`config.mk`:
```
export PLATFORM = sky130hd
export DESIGN_NAME = pe_row_sched
export DESIGN_NICKNAME = d
export VERILOG_FILES = /design/src/rtl/pe_sched_pkg.sv /design/src/rtl/sched_dly_line.sv /design/src/rtl/pe_row_sched.sv
export SDC_FILE = /design/constraint.sdc
export NUM_CORES = 1
export LEC_CHECK = 0
export BUFFER_PORTS_ARGS = -buffer_cell sky130_fd_sc_hd__buf_4
export CAP_MARGIN = 25
export CORE_MARGIN = 2
export CORE_UTILIZATION = 35
export DETAILED_ROUTE_END_ITERATION = 7
export GPL_TIMING_DRIVEN = 0
export SETUP_SLACK_MARGIN = 0.3
export SLEW_MARGIN = 0
export SYNTH_ARGS = -nofsm -noshare
export SYNTH_HDL_FRONTEND = slang
export SYNTH_SLANG_ARGS = --single-unit
```
`constraint.sdc`:
```
create_clock -name clk -period 2.8 [get_ports clk]
set_clock_uncertainty 0.2 [all_clocks]
set_input_delay 0.56 -clock clk [delete_from_list [all_inputs] [get_ports clk]]
set_output_delay 0.56 -clock clk [all_outputs]
set_load 0.02 [all_outputs]
```
`src/rtl/pe_sched_pkg.sv`:
```
// Shared constants and FSM encoding for the PE row sequencer.
// Ports: none (package).
// Loop-nest sizes and counter widths come from KSIZE and CH_WORDS.
package pe_sched_pkg;

  localparam int KSIZE    = 3;
  localparam int CH_WORDS = 4;
  localparam int TAPS_ROW = KSIZE * CH_WORDS;   // 12 words per kernel row
  localparam int TAPS_ALL = KSIZE * TAPS_ROW;   // 36 MACs per output

  localparam int TAP_W  = $clog2(TAPS_ROW);
  localparam int KROW_W = $clog2(KSIZE);
  localparam int KIDX_W = 6;                    // kernel word index 0..35

  typedef enum logic [1:0] {
    IDLE,
    RUN,
    DRAIN,
    FIN
  } sched_st_e;

endpackage

```
`src/rtl/sched_dly_line.sv`:
```
// Resettable shift register exposing every stage as a tap.
// Ports: clk/reset (sync, active-high), din (W bits),
//        taps (DEPTH*W bits; slice i is din delayed i+1 cycles).
module sched_dly_line #(
  parameter int W     = 1,
  parameter int DEPTH = 1
) (
  input  logic               clk,
  input  logic               reset,
  input  logic [W-1:0]       din,
  output logic [DEPTH*W-1:0] taps
);

  logic [W-1:0] stage [DEPTH];

  always_ff @(posedge clk) begin
    if (reset) begin
      for (int i = 0; i < DEPTH; i++) stage[i] <= '0;
    end else begin
      stage[0] <= din;
      for (int i = 1; i < DEPTH; i++) stage[i] <= stage[i-1];
    end
  end

  for (genvar i = 0; i < DEPTH; i++) begin : g_tap
    assign taps[i*W +: W] = stage[i];
  end

endmodule

```
`src/rtl/pe_row_sched.sv`:
```
// Sequencer for one row of PEs: ifmap read stream, staggered per-PE kernel
// reads and valid/final strobes for a 3x3 multi-word-channel convolution.
// Ports: clk, reset (sync, active-high); start + cfg_* from the layer
//        controller; busy/done status; if_rd_en/if_addr to the ifmap SRAM;
//        ker_rd_en/ker_addr (6 bits per PE), pe_valid/pe_final to the PE row.
module pe_row_sched
  import pe_sched_pkg::*;
#(
  parameter int NUM_PE = 8,
  parameter int ADDR_W = 11
) (
  input  logic                     clk,
  input  logic                     reset,
  input  logic                     start,
  input  logic [ADDR_W-1:0]        cfg_base,
  input  logic [ADDR_W-1:0]        cfg_row_stride,
  input  logic [ADDR_W-1:0]        cfg_col_stride,
  input  logic [7:0]               cfg_num_out,
  output logic                     busy,
  output logic                     done,
  output logic                     if_rd_en,
  output logic [ADDR_W-1:0]        if_addr,
  output logic [NUM_PE-1:0]        ker_rd_en,
  output logic [NUM_PE*KIDX_W-1:0] ker_addr,
  output logic [NUM_PE-1:0]        pe_valid,
  output logic [NUM_PE-1:0]        pe_final
);

  localparam int CNT_W = $clog2(NUM_PE + 1);
  localparam logic [TAP_W-1:0]  TAP_LAST   = TAP_W'(TAPS_ROW - 1);
  localparam logic [KROW_W-1:0] KROW_LAST  = KROW_W'(KSIZE - 1);
  localparam logic [KIDX_W-1:0] KIDX_LAST  = KIDX_W'(TAPS_ALL - 1);
  localparam logic [CNT_W-1:0]  DRAIN_LAST = CNT_W'(NUM_PE - 1);

  sched_st_e state, state_nxt;

  logic [ADDR_W-1:0] row_stride_q, col_stride_q;
  logic [ADDR_W-1:0] col_ptr;   // base + ocol*col_stride
  logic [ADDR_W-1:0] row_ptr;   // col_ptr + krow*row_stride
  logic [7:0]        num_out_q, ocol;
  logic [KROW_W-1:0] krow;
  logic [TAP_W-1:0]  tap;
  logic [KIDX_W-1:0] kidx;
  logic [CNT_W-1:0]  drain_cnt;

  logic run, accept, last_tap, last_row, last_out, last_read;
  logic [KIDX_W-1:0] ker0_addr;
  logic              fin0;

  assign run       = (state == RUN);
  // The done cycle also takes a new job so back-to-back jobs lose no cycle.
  assign accept    = start && (state == IDLE || state == FIN);
  assign last_tap  = (tap == TAP_LAST);
  assign last_row  = (krow == KROW_LAST);
  assign last_out  = (ocol == num_out_q - 8'd1);
  assign last_read = run && last_tap && last_row && last_out;

  always_comb begin
    state_nxt = state;
    busy      = 1'b0;
    done      = 1'b0;
    if_rd_en  = 1'b0;
    unique case (state)
      IDLE: begin
        if (start) state_nxt = (cfg_num_out == 8'd0) ? FIN : RUN;
      end
      RUN: begin
        busy     = 1'b1;
        if_rd_en = 1'b1;
        if (last_read) state_nxt = DRAIN;
      end
      DRAIN: begin
        busy = 1'b1;
        if (drain_cnt == DRAIN_LAST) state_nxt = FIN;
      end
      FIN: begin
        done = 1'b1;
        if (start) state_nxt = (cfg_num_out == 8'd0) ? FIN : RUN;
        else       state_nxt = IDLE;
      end
      default: state_nxt = IDLE;
    endcase
  end

  always_ff @(posedge clk) begin
    if (reset) begin
      state        <= IDLE;
      row_stride_q <= '0;
      col_stride_q <= '0;
      num_out_q    <= '0;
      col_ptr      <= '0;
      row_ptr      <= '0;
      ocol         <= '0;
      krow         <= '0;
      tap          <= '0;
      kidx         <= '0;
      drain_cnt    <= '0;
    end else begin
      state     <= state_nxt;
      drain_cnt <= (state == DRAIN) ? drain_cnt + CNT_W'(1) : '0;
      if (accept) begin
        row_stride_q <= cfg_row_stride;
        col_stride_q <= cfg_col_stride;
        num_out_q    <= cfg_num_out;
        col_ptr      <= cfg_base;
        row_ptr      <= cfg_base;
        ocol         <= '0;
        krow         <= '0;
        tap          <= '0;
        kidx         <= '0;
      end else if (run) begin
        kidx <= (kidx == KIDX_LAST) ? '0 : kidx + KIDX_W'(1);
        if (!last_tap) begin
          tap <= tap + TAP_W'(1);
        end else begin
          tap <= '0;
          if (!last_row) begin
            krow    <= krow + KROW_W'(1);
            row_ptr <= row_ptr + row_stride_q;
          end else begin
            // Next output column: both pointers restart from the new column.
            krow    <= '0;
            ocol    <= ocol + 8'd1;
            col_ptr <= col_ptr + col_stride_q;
            row_ptr <= col_ptr + col_stride_q;
          end
        end
      end
    end
  end

  // Outputs are forced to 0 outside RUN so idle buses stay quiet.
  assign if_addr   = run ? row_ptr + ADDR_W'(tap) : '0;
  assign ker0_addr = run ? kidx : '0;
  assign fin0      = run && (kidx == KIDX_LAST);

  // Kernel stream: PE0 is undelayed, PE k sees it k cycles later.
  logic [(NUM_PE-1)*(KIDX_W+1)-1:0] ker_taps;

  sched_dly_line #(.W(KIDX_W + 1), .DEPTH(NUM_PE - 1)) u_ker_dly (
    .clk   (clk),
    .reset (reset),
    .din   ({if_rd_en, ker0_addr}),
    .taps  (ker_taps)
  );

  assign ker_rd_en[0]          = if_rd_en;
  assign ker_addr[KIDX_W-1:0]  = ker0_addr;
  for (genvar k = 1; k < NUM_PE; k++) begin : g_ker
    assign {ker_rd_en[k], ker_addr[k*KIDX_W +: KIDX_W]} =
      ker_taps[(k-1)*(KIDX_W+1) +: KIDX_W+1];
  end

  // Valid/final: one extra cycle for SRAM read latency, then k more for PE k.
  logic [NUM_PE*2-1:0] vf_taps;

  sched_dly_line #(.W(2), .DEPTH(NUM_PE)) u_vf_dly (
    .clk   (clk),
    .reset (reset),
    .din   ({if_rd_en, fin0}),
    .taps  (vf_taps)
  );

  for (genvar k = 0; k < NUM_PE; k++) begin : g_vf
    assign {pe_valid[k], pe_final[k]} = vf_taps[k*2 +: 2];
  end

endmodule
```
# --- After elaboration in Yosys (flattened, before gate mapping) ---
# Memories as Yosys holds them, arrays and structs flattened.
# Cells that the tools add are included.
# Widths: inputs -> output; s select.
word_totals:
  n_memories: 2
  elab_cells: 108
  romBits: 0
  latch_bits: 0
  reg_bits: 78
  ram_bits: 65
op_classes:
  n_addsub: 9
  n_reduce_logical: 19
  div: 0
  mux: 40
  bitwise_logic: 16
  n_mul: 0
  shifts: 0
  n_lt_le_gt_ge: 0
  n_eq_ne: 11
memory_table:
  columns: ["name", "depth", "word_bits", "read_ports", "rd_ports_with_merged_regs", "write_ports", "line_no", "rtl"]
  rows:
  - ["u_ker_dly.stage", 7, 7, 7, 0, 7, "sched_dly_line.sv:14", "logic [W-1:0] stage [DEPTH];"]
  - ["u_vf_dly.stage", 8, 2, 8, 0, 8, "sched_dly_line.sv:14", null]
op_table:
  columns: ["operator", "count"]
  rows:
  - ["$mux 11", 9]
  - ["$mux 7", 7]
  - ["$mux 2", 14]
  - ["$add 11x11->11", 2]
  - ["$or 1x1->1", 15]
  - ["$mux 6", 2]
  - ["$add 11x4->11", 1]
  - ["$reduce_and 3->1", 3]
  - ["$add 4x1->4 const B", 2]
  - ["$add 8x1->8 const B", 1]
  - ["$eq 8x8->1", 1]
  - ["$logic_not 8->1", 1]
  - ["$pmux 2 s4", 1]
  - ["$sub 8x1->8 const B", 1]
  - ["$add 6x1->6 const B", 1]
  - ["$eq 2x2->1 const B", 3]
  - ["$eq 6x6->1 const B", 1]
  - ["$mux 1", 6]
  - ["$reduce_bool 2->1", 3]
  - ["$reduce_or 2->1", 3]
  - ["$logic_and 1x1->1", 5]
  - ["$eq 4x3->1 const B", 1]
  - ["$eq 4x4->1 const B", 1]
  - ["$mux 4", 1]
  - ["other kinds (8)", 10]

# --- Longest topological paths before layout ---
depth:
  ltp_word: 6
  mapped_depth: 10

# --- By module ---
# A second synthesis with hierarchy kept.
hier_totals:
  cells_unflattened: 732
  hier_area_um2: 6531.3
by_module_without_submodules:
  columns: ["mod", "cells_per_inst", "instances", "area_per_inst_um2"]
  rows:
  - ["pe_row_sched", 596, 1, 4742.0]
  - ["sched_dly_line at u_ker_dly", 103, 1, 1325.0]
  - ["sched_dly_line at u_vf_dly", 33, 1, 464.2]

# --- Worst setup path before layout ---
# Ideal clock, no wire load.
synth_timing:
  path_type: "register to output"
  from: "reg state[1]"
  to: "out if_addr[4]"
  path_buffers: 2
  arrival_time_ns: 1.934
  path_stages_with_launch: 6
  t_required_ns: 2.040
  path_slack_ns: 0.106
  cell_sequence: "dfxtp_1 > inv_1 > ha_1 > clkbuf_1 > clkbuf_1 > nor3b_1"
synth_via:
  elab_chain_len: 2
synth_rtl:
  columns: ["item", "line_no", "rtl"]
  rows:
  - ["from (decl)", "pe_row_sched.sv:35", "sched_st_e state, state_nxt;"]
  - ["from (signal assigned)", "pe_row_sched.sv:99", "state <= state_nxt;"]
  - ["$eq 2x1->1", "pe_row_sched.sv:50", "assign run = (state == RUN);"]
  - ["$mux 11", "pe_row_sched.sv:133", "assign if_addr = run ? row_ptr + ADDR_W'(tap) : '0;"]
  - ["to (decl)", "pe_row_sched.sv:22", "output logic [ADDR_W-1:0] if_addr,"]
# Every way passes these cells.

# --- Worst setup path after layout ---
layout_timing:
  from: "reg row_ptr[0]"
  to: "out if_addr[8]"
layout_via:
  elab_chain_len: 2
layout_rtl:
  columns: ["item", "line_no", "rtl"]
  rows:
  - ["from (decl)", "pe_row_sched.sv:39", "logic [ADDR_W-1:0] row_ptr;"]
  - ["from (signal assigned)", "pe_row_sched.sv:106", "row_ptr <= cfg_base;"]
  - ["from (signal assigned)", "pe_row_sched.sv:119", "row_ptr <= row_ptr + row_stride_q;"]
  - ["from (signal assigned)", "pe_row_sched.sv:125", "row_ptr <= col_ptr + col_stride_q;"]
  - ["$add 11x4->11", "pe_row_sched.sv:133", null]
  - ["$mux 11", "pe_row_sched.sv:133", null]
# Every way passes these cells.

==> metrics.yaml <==
run_status:
  status: "finished with violations"
  violations: "negative setup slack"
final_layout:
  fillers: 1711
  drive_gt1_frac: 0.279
  area_growth_pct: 35.9
  finalNetCount: 951
  fin_util: 0.490
  fin_area_um2: 8530
  antenna_cells: 0
  seq_area_um2: 2750
  multi_input_area_um2: 3510
floorplanning:
  die_area_um2: 19000
  rows: 48
  initial_utilization: 0.360
  design.portCount: 130
  die_h_um: 138
  core-area_um2: 17400
  die_w_um: 138
logic_synthesis:
  synth_edf_count: 0
  yosysTopAreaCellShare: 0.434
  synthTopCellsByArea: "dfxtp_1 43%, ha_1 6.8%, nand2_1 6.0%"
  synth_compound_area_frac: 0.146
  syn_nets: 788
  muxShareOfSynthArea: 0.0112
  synth.top_cells.by_count: "136 x dfxtp_1, 100 x nand2_1, 68 x a21oi_1"
  synthCells: 707
  yosys.area_share.adder: 0.0774
  ys_seq_area_frac: 0.434
  synth_top_family_by_area: "simple AND/OR/NAND/NOR gates"
  yosysMostFrequentCell: "dfxtp_1"
  ys_ff_latch: 136
  postSynthAreaPerCell_um2: 8.88
  synth.largest_area_cell: "dfxtp_1"
  synth_cell_types: 59
  syn_area_um2: 6280
  yosys_warnings: 0
  synth_xor_area_frac: 0.0684
  synth_simple_gate_area_frac: 0.230
  synth_flop_cell: "dfxtp_1"
  async_reset_ff_frac: 0
worst_hold_path:
  hp-class: "input port to flip-flop"
global_routing:
  antenna_found_initial: 0
  grt_usage: 0.182
  grt_pass1_wl_mm: 26.2
  grt_pass1_vias: 5176
  overflow: 0
  grt_max_degree: 17
clocking:
  cts-root-buf: "clkbuf_16"
  clock_latency_ps: 420
  cts_buffers: 17
  htree_levels: 4
  clock_path_buffers: 2
  clk_pin_slew_ps: 60
  cts_tree: "built"
  clkSinkCount: 136
place:
  dp_hpwl_mm: 12.7
  port_buffers: 129
  dpl_cell_area_um2: 7530
  globalplace.congestion: 0.841
  pre_cts_slack_ps: -141
drt:
  drtPass1Iterations: 4
  drcViolationCount: 0
  wl_per_cell_um: 15.4
  avgViaCountPerCell: 4.88
  vias: 5407
  drt-total-wl_mm: 17.0
  ant_nets: 0
  dr.first_iter.drc_count: 260
critical_path:
  path_buf_inv: 1
  crit_family: "adder cells"
  cpPeakStageDelay_ps: 360
  crit_slowest_cell: "fa_2"
  cp-start-kind: "flip-flop"
  arrival_ps: 2220
  cp.required_ps: 2040
  cp-end-kind: "output port"
  path_max_fanout: 4
  path_cells: "ha_4 > fa_2 > a21o_1 > a21oi_4 > nor2b_4 > nand4_1 > xnor2_1 > and2_4 > buf_6"
  worst-setup-path-type: "flip-flop to output port"
sta:
  fmax_mhz: 336
  finalHoldViolCount: 0
  finalSetupViolations: 7
  hold_ws_ps: 174
  post-route-worst-setup-slack_ps: -176
  rsz0062_at_grt: "true"
  worstMarginPinSlew_ps: 658
  fin_crit_ps: 2980
  timing.setup.tns_ps: -749
  slew_violations: 0
  fin_crit_sh: 1.06
  slew_headroom: 0.562
power_and_ir_drop:
  irDropWorstVdd_mv: 0.519
  p_sw_mw: 2.26
  p_per_area_nw_per_um2: 773
  power_frac_seq: 0.358
  p_leak_nw: 3.72
  switching_share: 0.343
  internal-power_mw: 4.33
  combinationalPowerShare: 0.284
  p_clk_frac: 0.357
run:
  drv_cap: 0
## what timing repair did
item,in CTS,in global routing
endpoints found under the setup margin,42,70
resized for setup,51,33
buffers inserted,9,6
hold buffers,0,0
pin swaps,12,16
## final cells by class
cell class / instances / area share
buffer: 38 / 0.0251
clock buffer: 17 / 0.0499
clock inverter: 15 / 0.0227
inverter: 10 / 0.00440
multi-input combinational: 523 / 0.411
sequential: 136 / 0.322
tap: 225 / 0.0330
timing repair buffer: 144 / 0.132
## per-stage QoR
stage	std cells	power, mW
2_1_floorplan	707	3.57
3_3_place_gp	1061	4.10
3_5_place_dp	1061	4.11
4_1_cts	1102	6.60
5_1_grt	1108	6.96
6_report	1108	6.59
## worst reg2reg max path: stages (launching register included)
cell,delay [ps]
dfxtp_2,340
ha_1,280
a21o_1,170
a211o_1,320
a2111oi_4,380
o21ai_1,140
nor2b_1,160
o311a_1,290
## layer usage
metal,vias to the layer above,share of wire,GRT usage
li1,2762,-,-
met1,2489,0.43,0.218
met2,147,0.48,0.320
met3,9,0.076,0.0468
met4,0,0.0069,0.0516
met5,-,0,0
## power groups by stage
stage	logic, mW	clock network (mW)	registers [mW]
final	1.87	2.36	2.36
after global routing	2.08	2.50	2.39
after CTS	1.84	2.41	2.36
after detailed placement	1.71	0	2.40
after global placement	1.70	0	2.39
after floorplan	1.24	0	2.33
## state kept, by name (all words and copies together), names as in the netlist
name             cells
u_vf_dly.stage      15
drain_cnt            4
num_out_q            8
krow                 2
row_ptr             11
col_ptr             11
kidx                 6
tap                  4
u_ker_dly.stage     43
col_stride_q        11
ocol                 8
row_stride_q        11
state                2
## cells by family (layout without fill, tap and decap cells)
family	Yosys count	after routing
AOI/OAI and AO/OA	145	145
xor gates and xnor gates	49	49
adders and majority gates	37	37
buffers and inverters	48	224
DFF	136	136
muxes	7	7
and+or+nand+nor	285	285
## path summary, 6_finish.rpt
| check | startpoint | endpoint | slack, ps | depth (start not counted) |
|---|---|---|---|---|
| worst max register to register | col_stride_q[1]$_SDFFE_PP0P_ | row_ptr[7]$_SDFFE_PP0P_ | 410 | 7 |
| worst min register to register | drain_cnt[0]$_SDFF_PP0_ | drain_cnt[0]$_SDFF_PP0_ | 260 | 1 |
| worst max-delay path | row_ptr[0]$_SDFFE_PP0P_ | if_addr[8] | -180 | 9 |
| worst min-delay path | cfg_col_stride[1] | col_stride_q[1]$_SDFFE_PP0P_ | 170 | 3 |
## cell usage in the layout (no fill, tap or decap), drive strengths merged, types with 3 or more instances in the layout
master,n
a211oi,3
a21boi,3
a21o,9
a21oi,68
a311oi,4
a31oi,4
and2,22
and3,5
buf,154
clkbuf,45
clkinv,3
dfxtp,136
fa,3
ha,34
inv,20
mux2i,7
nand2,100
nand2b,5
nand3,8
nand3b,4
nand4,9
nor2,45
nor2b,57
nor3,11
nor3b,4
nor4,3
o211ai,5
o21a,5
o21ai,18
o21bai,4
o31ai,5
or2,4
or3,3
xnor2,26
xor2,23
Note: power is estimated with default switching activity, not from simulation.
